## src/rtl/light_sched_pkg.sv

```systemverilog
// Shared types and constants for the multi-zone lighting scheduler.
// Optional feature macro: LIGHT_SCHED_OVERRIDE_EN (per-zone forced-on override input).
package light_sched_pkg;

    typedef enum logic [1:0] {
        Z_OFF  = 2'd0,
        Z_ON   = 2'd1,
        Z_HOLD = 2'd2
    } zone_state_t;

    localparam int COLOR_W = 3;
    localparam logic [COLOR_W-1:0] COLOR_OFF = 3'b000;

endpackage

```

## src/rtl/light_zone_fsm.sv

```systemverilog
// One zone: occupancy FSM plus hold-off timer; zone_on is a registered lit flag.
// Optional feature macro: LIGHT_SCHED_OVERRIDE_EN adds the override_on input.
module light_zone_fsm
    import light_sched_pkg::*;
#(
    parameter int HOLD_CYCLES = 1000
) (
    input  logic clk,
    input  logic reset,
    input  logic motion,
    input  logic daylight,
`ifdef LIGHT_SCHED_OVERRIDE_EN
    input  logic override_on,
`endif
    output logic zone_on
);

    localparam int CNT_W = $clog2(HOLD_CYCLES + 1);
    localparam logic [CNT_W-1:0] HOLD_LOAD = CNT_W'(HOLD_CYCLES - 1);

    zone_state_t      state_q;
    logic [CNT_W-1:0] timer_q;
    logic             on_q;
`ifdef LIGHT_SCHED_OVERRIDE_EN
    logic             ovr_q;
`endif

    // Zone state machine; daylight always wins, timer counts down only in Z_HOLD.
    always_ff @(posedge clk or posedge reset) begin
        if (reset) begin
            state_q <= Z_OFF;
            timer_q <= '0;
            on_q    <= 1'b0;
`ifdef LIGHT_SCHED_OVERRIDE_EN
            ovr_q   <= 1'b0;
`endif
        end else begin
`ifdef LIGHT_SCHED_OVERRIDE_EN
            ovr_q <= override_on;
            if (override_on) begin
                state_q <= Z_ON;
                on_q    <= 1'b1;
            end else if (ovr_q) begin
                // Release of override: fall into a fresh hold window unless it is daytime.
                if (daylight) begin
                    state_q <= Z_OFF;
                    on_q    <= 1'b0;
                end else begin
                    state_q <= Z_HOLD;
                    timer_q <= HOLD_LOAD;
                    on_q    <= 1'b1;
                end
            end else
`endif
            begin
                case (state_q)
                    Z_OFF: begin
                        if (motion && !daylight) begin
                            state_q <= Z_ON;
                            on_q    <= 1'b1;
                        end
                    end
                    Z_ON: begin
                        if (daylight) begin
                            state_q <= Z_OFF;
                            on_q    <= 1'b0;
                        end else if (!motion) begin
                            state_q <= Z_HOLD;
                            timer_q <= HOLD_LOAD;
                        end
                    end
                    Z_HOLD: begin
                        if (daylight) begin
                            state_q <= Z_OFF;
                            on_q    <= 1'b0;
                        end else if (motion) begin
                            state_q <= Z_ON;
                        end else if (timer_q == '0) begin
                            state_q <= Z_OFF;
                            on_q    <= 1'b0;
                        end else begin
                            timer_q <= timer_q - CNT_W'(1);
                        end
                    end
                    default: begin
                        state_q <= Z_OFF;
                        on_q    <= 1'b0;
                    end
                endcase
            end
        end
    end

    assign zone_on = on_q;

endmodule

```

## src/rtl/light_zone_scheduler.sv

```systemverilog
// Multi-zone lighting controller: per-zone FSMs, change tracking and a round-robin
// arbiter feeding one valid/ready light-driver command port.
// Optional feature macro: LIGHT_SCHED_OVERRIDE_EN (adds override_on input).
module light_zone_scheduler
    import light_sched_pkg::*;
#(
    parameter  int N_ZONES     = 4,
    parameter  int HOLD_CYCLES = 1000,
    localparam int IDX_W       = $clog2(N_ZONES)
) (
    input  logic                       clk,
    input  logic                       reset,
    input  logic [N_ZONES-1:0]         motion,
    input  logic                       daylight,
    input  logic [COLOR_W*N_ZONES-1:0] zone_color,
`ifdef LIGHT_SCHED_OVERRIDE_EN
    input  logic [N_ZONES-1:0]         override_on,
`endif
    output logic [N_ZONES-1:0]         zone_on,
    output logic                       cmd_valid,
    input  logic                       cmd_ready,
    output logic [IDX_W-1:0]           cmd_zone,
    output logic                       cmd_on,
    output logic [COLOR_W-1:0]         cmd_color
);

    logic [N_ZONES-1:0] zone_on_w;
    logic [N_ZONES-1:0] reported_q, reported_d;
    logic [N_ZONES-1:0] pending;
    logic               cmd_valid_q, cmd_valid_d;
    logic               cmd_on_q, cmd_on_d;
    logic [IDX_W-1:0]   cmd_zone_q, cmd_zone_d;
    logic [COLOR_W-1:0] cmd_color_q, cmd_color_d;
    logic [IDX_W-1:0]   rr_q, rr_d;
    logic [IDX_W-1:0]   scan_idx, grant_idx;
    logic               grant_found;
    logic [COLOR_W-1:0] grant_color;

    for (genvar i = 0; i < N_ZONES; i++) begin : g_zone
        light_zone_fsm #(.HOLD_CYCLES(HOLD_CYCLES)) u_fsm (
            .clk        (clk),
            .reset      (reset),
            .motion     (motion[i]),
            .daylight   (daylight),
`ifdef LIGHT_SCHED_OVERRIDE_EN
            .override_on(override_on[i]),
`endif
            .zone_on    (zone_on_w[i])
        );
    end

    assign pending = zone_on_w ^ reported_q;

    // Round-robin search: scanning from the far end lets the entry nearest rr_q win last.
    always_comb begin
        grant_found = 1'b0;
        grant_idx   = '0;
        scan_idx    = '0;
        for (int k = N_ZONES - 1; k >= 0; k--) begin
            scan_idx = IDX_W'((int'(rr_q) + k) % N_ZONES);
            if (pending[scan_idx]) begin
                grant_found = 1'b1;
                grant_idx   = scan_idx;
            end
        end
    end

    // Colour mux for the granted zone.
    always_comb begin
        grant_color = COLOR_OFF;
        for (int i = 0; i < N_ZONES; i++) begin
            if (grant_idx == IDX_W'(i)) grant_color = zone_color[i*COLOR_W +: COLOR_W];
        end
    end

    // Command register: only loads while idle, so the cycle after a transfer is always a
    // gap cycle and the fields stay frozen while the driver stalls.
    always_comb begin
        reported_d  = reported_q;
        rr_d        = rr_q;
        cmd_valid_d = cmd_valid_q;
        cmd_zone_d  = cmd_zone_q;
        cmd_on_d    = cmd_on_q;
        cmd_color_d = cmd_color_q;
        if (cmd_valid_q && cmd_ready) begin
            reported_d[cmd_zone_q] = cmd_on_q;
            rr_d        = (cmd_zone_q == IDX_W'(N_ZONES - 1)) ? '0 : cmd_zone_q + IDX_W'(1);
            cmd_valid_d = 1'b0;
        end else if (!cmd_valid_q && grant_found) begin
            cmd_valid_d = 1'b1;
            cmd_zone_d  = grant_idx;
            cmd_on_d    = zone_on_w[grant_idx];
            cmd_color_d = zone_on_w[grant_idx] ? grant_color : COLOR_OFF;
        end
    end

    // Arbiter / command state registers.
    always_ff @(posedge clk or posedge reset) begin
        if (reset) begin
            reported_q  <= '0;
            rr_q        <= '0;
            cmd_valid_q <= 1'b0;
            cmd_zone_q  <= '0;
            cmd_on_q    <= 1'b0;
            cmd_color_q <= COLOR_OFF;
        end else begin
            reported_q  <= reported_d;
            rr_q        <= rr_d;
            cmd_valid_q <= cmd_valid_d;
            cmd_zone_q  <= cmd_zone_d;
            cmd_on_q    <= cmd_on_d;
            cmd_color_q <= cmd_color_d;
        end
    end

    assign zone_on   = zone_on_w;
    assign cmd_valid = cmd_valid_q;
    assign cmd_zone  = cmd_zone_q;
    assign cmd_on    = cmd_on_q;
    assign cmd_color = cmd_color_q;

endmodule

```

## config.mk

```make
export PLATFORM = sky130hd
export DESIGN_NAME = light_zone_scheduler
export DESIGN_NICKNAME = d
export VERILOG_FILES = /design/src/rtl/light_sched_pkg.sv /design/src/rtl/light_zone_fsm.sv /design/src/rtl/light_zone_scheduler.sv
export SDC_FILE = /design/constraint.sdc
export NUM_CORES = 1
export LEC_CHECK = 0
export ABC_CLOCK_PERIOD_IN_PS = 2810
export CORE_UTILIZATION = 45
export CTS_BUF_LIST = sky130_fd_sc_hd__clkbuf_4 sky130_fd_sc_hd__clkbuf_8 sky130_fd_sc_hd__clkbuf_16
export DETAILED_ROUTE_END_ITERATION = 16
export DONT_BUFFER_PORTS = 1
export GPL_ROUTABILITY_DRIVEN = 0
export PLACE_DENSITY = 0.7
export SLEW_MARGIN = 10
export SYNTH_ARGS = -nofsm -noshare
export SYNTH_HDL_FRONTEND = slang
export SYNTH_SLANG_ARGS = --single-unit
```

## constraint.sdc

```tcl
create_clock -name clk -period 2.81 [get_ports clk]
set_input_delay 0.562 -clock clk [delete_from_list [all_inputs] [get_ports clk]]
set_output_delay 0.562 -clock clk [all_outputs]
set_load 0.01 [all_outputs]
```

==> qor.yml, run 1 <==
yosys:
  synth-edff-count: 0
  synth-seq-cells: 65
  synthTopCellsByArea: "dfrtp_1 (44%), nand2_1 (5.1%), mux2_2 (3.7%)"
  async_flop_share: 1.00
  synth_cell_types: 60
  synth_top_area_frac: 0.443
  synth_top_area_cell: "dfrtp_1"
  syn_area_per_cell_um2: 9.27
  ys_warn_count: 0
  syn_inst: 396
  synth_area_mm2: 0.00367
  syn_nets: 424
  ys.flop_type: "dfrtp_1"
  yosysSeqAreaShare: 0.443
final_layout:
  fill_cells: 740
  diodes: 0
  drive_gt1_frac: 0.142
  mostFrequentLayoutCell: "dfrtp_1"
  fin_nets: 425
  fin_util: 0.510
  multi_input_area_mm2: 0.00188
  layout_common_cells: "dfrtp_1 (65), nand2_1 (50), nor2_1 (26)"
  final_cells: 504
  syn2layout_area_growth_pct: 8.52
  seq_area_mm2: 0.00163
worst_setup_path:
  required_ps: 3030
  cp-end-kind: "flip-flop"
  startpoint_type: "flip-flop"
  critPathKind: "reg -> reg"
  worstPathMaxFanout: 7
  arrival_ps: 2610
timing:
  hold_ws_ps: 154
  finalSetupTns_ps: 0
  slew_viol_final: 0
  worst_pin_slew_ps: 771
  relSlewSlack: 0.479
  fin_crit_ps: 2390
  fin_crit_sh: 0.852
  finalHoldViolations: 0
  layout_setup_ws_ps: 416
  rsz0062_at_grt: "no"
  fin_skew_ps: 22.0
  fmax_mhz: 418
  setup_viol: 0
drt:
  drt-total-wl_mm: 7.19
  drc: 0
  ant_nets: 0
  routedWlPerCell_um: 14.3
  dr.pass1.iters: 5
  viasPerCell: 5.63
  dr.first_iter.drc_count: 139
  vias: 2837
cts:
  insertion_delay_ps: 360
  cts-resized-gates: 0
  cts_tree: "yes"
  cts_made_buffers: 9
  clock_sinks: 65
  cts_max_level: 3
  cts_setup_buffers: 0
  cts-root-buf: "clkbuf_8"
  clk_pin_slew_ps: 80
  clockBufferDepth: 2
  cts_hold_buf: 0
power_and_ir_drop:
  p_per_area_mw_per_mm2: 745
  p_leak_uw: 0.00159
  clockPowerShare: 0.275
  pwr-share-seq: 0.469
  pwr-share-comb: 0.256
  sw_frac_of_total: 0.351
  vdd_drop_max_mv: 0.306
  p_int_uw: 1930
  p_sw_uw: 1040
grt:
  grt_pass1_vias: 2657
  antenna_found_initial: 0
  grt_overflow: 0
  grt_max_degree: 66
  grt_pass1_wl_mm: 12.4
  track_usage: 0.186
floorplan:
  start_util: 0.470
  die_h_um: 92.3
  rows: 32
  coreArea_mm2: 0.00781
  dieArea_mm2: 0.00852
  ios: 31
  die_w_um: 92.3
outcome:
  status: "finished clean"
place:
  pre_cts_ws_ps: 414
  dp_cells: 488
  place_hpwl_mm: 5.00
  io_buffers: 0
worst_hold_path:
  min_path_type: "in -> async"
job:
  maxCapViolCount: 0
cell usage after synthesis (9+ instances only):
master,count
inv_1,19
nand3_1,11
clkbuf_1,9
nor2_1,26
or3_1,13
nor3_1,10
o21ai_0,19
or2_2,10
a21oi_1,23
dfrtp_1,65
nand2_1,50
mux2_2,12
cell families after synthesis:
logic type | count (synthesis) | synth area share
buffers and inverters | 38 | 0.0457
DFF | 65 | 0.443
xor gates and xnor gates | 11 | 0.0262
and+or+nand+nor | 164 | 0.235
muxes | 20 | 0.0586
AOI/OAI and AO/OA | 90 | 0.164
adders and majority gates | 8 | 0.0273
layer usage:
metal  global-route usage  routed length [µm]  vias to the layer above  part of all wire
li1                     -                   -                     1422                 -
met1                0.226                3310                     1337              0.46
met2                0.305                3320                       66              0.46
met5                    0                   0                        -                 0
met4               0.0677                 148                        0             0.021
met3               0.0632                 405                       12             0.056
state kept, by name (all words and copies together), names as in the netlist:
signal,cells
cmd_zone,2
cmd_on,1
g_zone.u_fsm.state_q,8
reported_q,4
g_zone.u_fsm.timer_q,40
g_zone.u_fsm.zone_on,4
rr_q,2
cmd_color,3
cmd_valid,1
critical path, cell delays in order, from the launching register on:
cell	delay, ps
dfrtp_1	400
inv_1	70
ha_1	200
or3b_2	510
o41a_1	400
o2111ai_1	440
or3_1	180
nand3_1	70
layout make-up:
class | count | share of cell area
multi-input combinational | 293 | 0.471
tap | 102 | 0.0320
inverter | 19 | 0.0179
clock buffer | 9 | 0.0311
timing repair buffer | 9 | 0.0201
sequential | 65 | 0.408
clock inverter | 7 | 0.0195
worst paths after layout:
check | start | end | slack (ps) | cells past startpoint
worst max-delay path | g_zone[3].u_fsm.timer_q[0] | g_zone[3].u_fsm.timer_q[7] | 420 | 7
worst min-delay path | reset | g_zone[2].u_fsm.timer_q[2] | 150 | 2
worst max register to register | g_zone[3].u_fsm.timer_q[0] | g_zone[3].u_fsm.timer_q[7] | 420 | 7
worst min register to register | g_zone[0].u_fsm.timer_q[8] | g_zone[0].u_fsm.timer_q[8] | 480 | 1
max in group asynchronous | reset | g_zone[0].u_fsm.timer_q[0] | 2370 | 2
min in group clk | daylight | g_zone[1].u_fsm.zone_on | 280 | 1
stage by stage:
stage	total power (µW)	instance area (µm²)
3_5_place_dp	2160	3780
2_1_floorplan	1990	3670
5_1_grt	3170	3980
4_1_cts	2990	3980
3_3_place_gp	2120	3780
6_report	2970	3980
power groups by stage:
stage	logic [µW]	registers (µW)	clock network (µW)
global route	860	1430	879
floorplan	661	1330	0
CTS	764	1390	837
finish	761	1390	816
global placement	726	1400	0
detailed placement	762	1400	0
Note: power is estimated with default switching activity, not from simulation.
==> run 2: changes to the inputs <==
--- a/config.mk
+++ b/config.mk
@@ -6,12 +6,12 @@
 export NUM_CORES = 1
 export LEC_CHECK = 0
 export ABC_CLOCK_PERIOD_IN_PS = 2810
-export CORE_UTILIZATION = 45
+export CORE_UTILIZATION = 50
 export CTS_BUF_LIST = sky130_fd_sc_hd__clkbuf_4 sky130_fd_sc_hd__clkbuf_8 sky130_fd_sc_hd__clkbuf_16
 export DETAILED_ROUTE_END_ITERATION = 16
 export DONT_BUFFER_PORTS = 1
 export GPL_ROUTABILITY_DRIVEN = 0
-export PLACE_DENSITY = 0.7
+export PLACE_DENSITY = 0.75
 export SLEW_MARGIN = 10
 export SYNTH_ARGS = -nofsm -noshare
 export SYNTH_HDL_FRONTEND = slang
==> run 2 against run 1 <==
Core utilization up 5.9 points. Sequential power barely moved. Final area fell by 0.82%. Non-clock buffer count down 1. Total power is 1.7% lower. Wire length increased by 1.9%. Count of clock-buffer cells in the layout unchanged. Register-to-register slack improved by 20 ps. Cell count is 1.6% lower. Worst hold slack better by 35 ps. Die area down 9.8%. Critical path depth unchanged. Critical path type unchanged.
==> qor.yml, run 2 (same netlist as run 1, synthesis figures left out) <==
grt:
  grt_pass1_wl_mm: 12.4  # about the same
  grt_max_degree: 36  # was 66
  antenna_found_initial: 0  # unchanged
  grt_overflow: 0  # unchanged
  track_usage: 0.210  # was 0.186
  grt_pass1_vias: 2727  # was 2657
cts:
  insertion_delay_ps: 340  # was 360 ps
  cts-root-buf: "clkbuf_8"  # unchanged
  cts_tree: "yes"  # unchanged
  clk_pin_slew_ps: 70  # was 80 ps
  clockBufferDepth: 2  # unchanged
  clock_sinks: 65  # unchanged
  cts_max_level: 3  # unchanged
  cts_setup_buffers: 0  # unchanged
  cts_made_buffers: 9  # unchanged
  cts-resized-gates: 0  # unchanged
  cts_hold_buf: 0  # unchanged
place:
  place_hpwl_mm: 5.19  # was 5.00 mm
  io_buffers: 0  # unchanged
  pre_cts_ws_ps: 480  # was 414 ps
power_and_ir_drop:
  p_per_area_mw_per_mm2: 738  # was 745 mW/mm²
  p_leak_uw: 0.00158  # was 0.00159 µW
  vdd_drop_max_mv: 0.252  # was 0.306 mV
worst_setup_path:
  worstPathMaxFanout: 6  # was 7
  cp_slowest_cell: "o311ai_2"  # was or3b_2
  crit_chain: "inv_1 -> ha_1 -> or3b_2 -> or2_1 -> o311ai_2 -> o21ai_0 -> o21ai_0"  # was inv_1 -> ha_1 -> or3b_2 -> o41a_1 -> o2111ai_1 -> or3_1 -> nand3_1
  cp-end-kind: "flip-flop"  # unchanged
  crit_path_frequent_cell: "o21ai_0"
  cpLargestDelayFamily: "simple AND/OR/NAND/NOR gates"  # was compound AO/OA/AOI/OAI gates
  startpoint_type: "flip-flop"  # unchanged
  crit_buf_inv: 1  # unchanged
  slowest_delay_ps: 510  # about the same
  arrival_ps: 2630  # was 2610 ps
  critPathKind: "reg -> reg"  # unchanged
  required_ps: 3060  # was 3030 ps
timing:
  setup_viol: 0  # unchanged
  worst_pin_slew_ps: 762  # was 771 ps
  hold_ws_ps: 189  # was 154 ps
  rsz0062_at_grt: "no"  # unchanged
  relSlewSlack: 0.485  # was 0.479
  fin_crit_sh: 0.846  # was 0.852
  finalHoldViolations: 0  # unchanged
  slew_viol_final: 0  # unchanged
  finalSetupTns_ps: 0  # unchanged
  fmax_mhz: 421  # was 418 MHz
  layout_setup_ws_ps: 433  # was 416 ps
  fin_crit_ps: 2380  # was 2390 ps
  fin_skew_ps: 8.94  # was 22.0 ps
floorplan:
  die_w_um: 87.7  # was 92.3 µm
  dieArea_mm2: 0.00769  # was 0.00852 mm²
  coreArea_mm2: 0.00694  # was 0.00781 mm²
  die_h_um: 87.7  # was 92.3 µm
  start_util: 0.529  # was 0.470
  rows: 30  # was 32
  ios: 31  # unchanged
drt:
  routedWlPerCell_um: 14.8  # was 14.3 µm
  drc: 0  # unchanged
  dr.first_iter.drc_count: 128  # was 139
  drt-total-wl_mm: 7.33  # was 7.19 mm
  dr.pass1.iters: 5  # unchanged
  ant_nets: 0  # unchanged
  vias: 2913  # was 2837
  viasPerCell: 5.87  # was 5.63
worst_hold_path:
  min_path_type: "in -> async"  # unchanged
outcome:
  status: "finished clean"  # unchanged
final_layout:
  largest_reg_flops: 40  # unchanged
  drive_gt1_frac: 0.138  # was 0.142
  layout_common_cells: "dfrtp_1 (65), nand2_1 (50), nor2_1 (26)"  # unchanged
  top_regs: "g_zone.u_fsm.timer_q (40), g_zone.u_fsm.state_q (8)"  # unchanged
  fin_nets: 424  # was 425
  fin_util: 0.569  # was 0.510
  mostFrequentLayoutCell: "dfrtp_1"  # unchanged
  syn2layout_area_growth_pct: 7.63  # was 8.52%
  regMostFlops: "g_zone.u_fsm.timer_q"  # unchanged
  diodes: 0  # unchanged
job:
  maxCapViolCount: 0  # unchanged
run 2: cell types whose count changed in the layout (fill, tap and decap cells not counted), sizes merged:
cell	previous run	this run
buf	9	8
inv	22	19
clkinv	2	3
clkinvlp	1	2
run 2: layer usage:
| metal | up-vias | global-route usage | part of all wire |
|---|---|---|---|
| met4 | 0 | 0.0969 | 0.014 |
| met5 | - | 0 | 0 |
| li1 | 1429 | - | - |
| met2 | 67 | 0.332 | 0.46 |
| met3 | 9 | 0.0697 | 0.052 |
| met1 | 1408 | 0.263 | 0.47 |
run 2: metrics by stage:
| step | total power (µW) | instances | area, µm² |
|---|---|---|---|
| floorplan | 1990 | 396 | 3670 |
| global placement | 2120 | 481 | 3770 |
| detailed placement | 2170 | 481 | 3770 |
| CTS | 2950 | 496 | 3950 |
| global route | 3110 | 496 | 3950 |
| finish | 2920 | 496 | 3950 |
run 2: final cells by class:
type | instances | area, µm²
fill | 613 | 2990
inverter | 19 | 71.3
clock inverter | 6 | 60.1
clock buffer | 9 | 124
tap | 96 | 120
timing repair buffer | 8 | 72.6
multi-input combinational | 293 | 1880
sequential | 65 | 1630
run 2: power breakdown:
| part | internal, µW | switching [µW] | total (µW) |
|---|---|---|---|
| logic | 372 | 391 | 763 |
| clock network | 399 | 363 | 763 |
| registers | 1140 | 254 | 1390 |
run 2: worst register-to-register path: stages (launching register included):
cell and delay (ps):
dfrtp_1 390, inv_1 80, ha_1 190, or3b_2 490
or2_1 330, o311ai_2 510, o21ai_0 170, o21ai_0 120
run 2: final timing paths:
check / to / cells past startpoint / start / slack [ps]
worst max register to register: g_zone[0].u_fsm.timer_q[2] / 7 / g_zone[0].u_fsm.timer_q[0] / 430
worst max-delay path: g_zone[0].u_fsm.timer_q[2] / 7 / g_zone[0].u_fsm.timer_q[0] / 430
max in group asynchronous: cmd_color[2] / 2 / reset / 2000
min in group clk: g_zone[1].u_fsm.zone_on / 1 / daylight / 310
worst min register to register: g_zone[1].u_fsm.timer_q[9] / 1 / g_zone[1].u_fsm.timer_q[9] / 490
worst min-delay path: g_zone[2].u_fsm.timer_q[0] / 1 / reset / 190
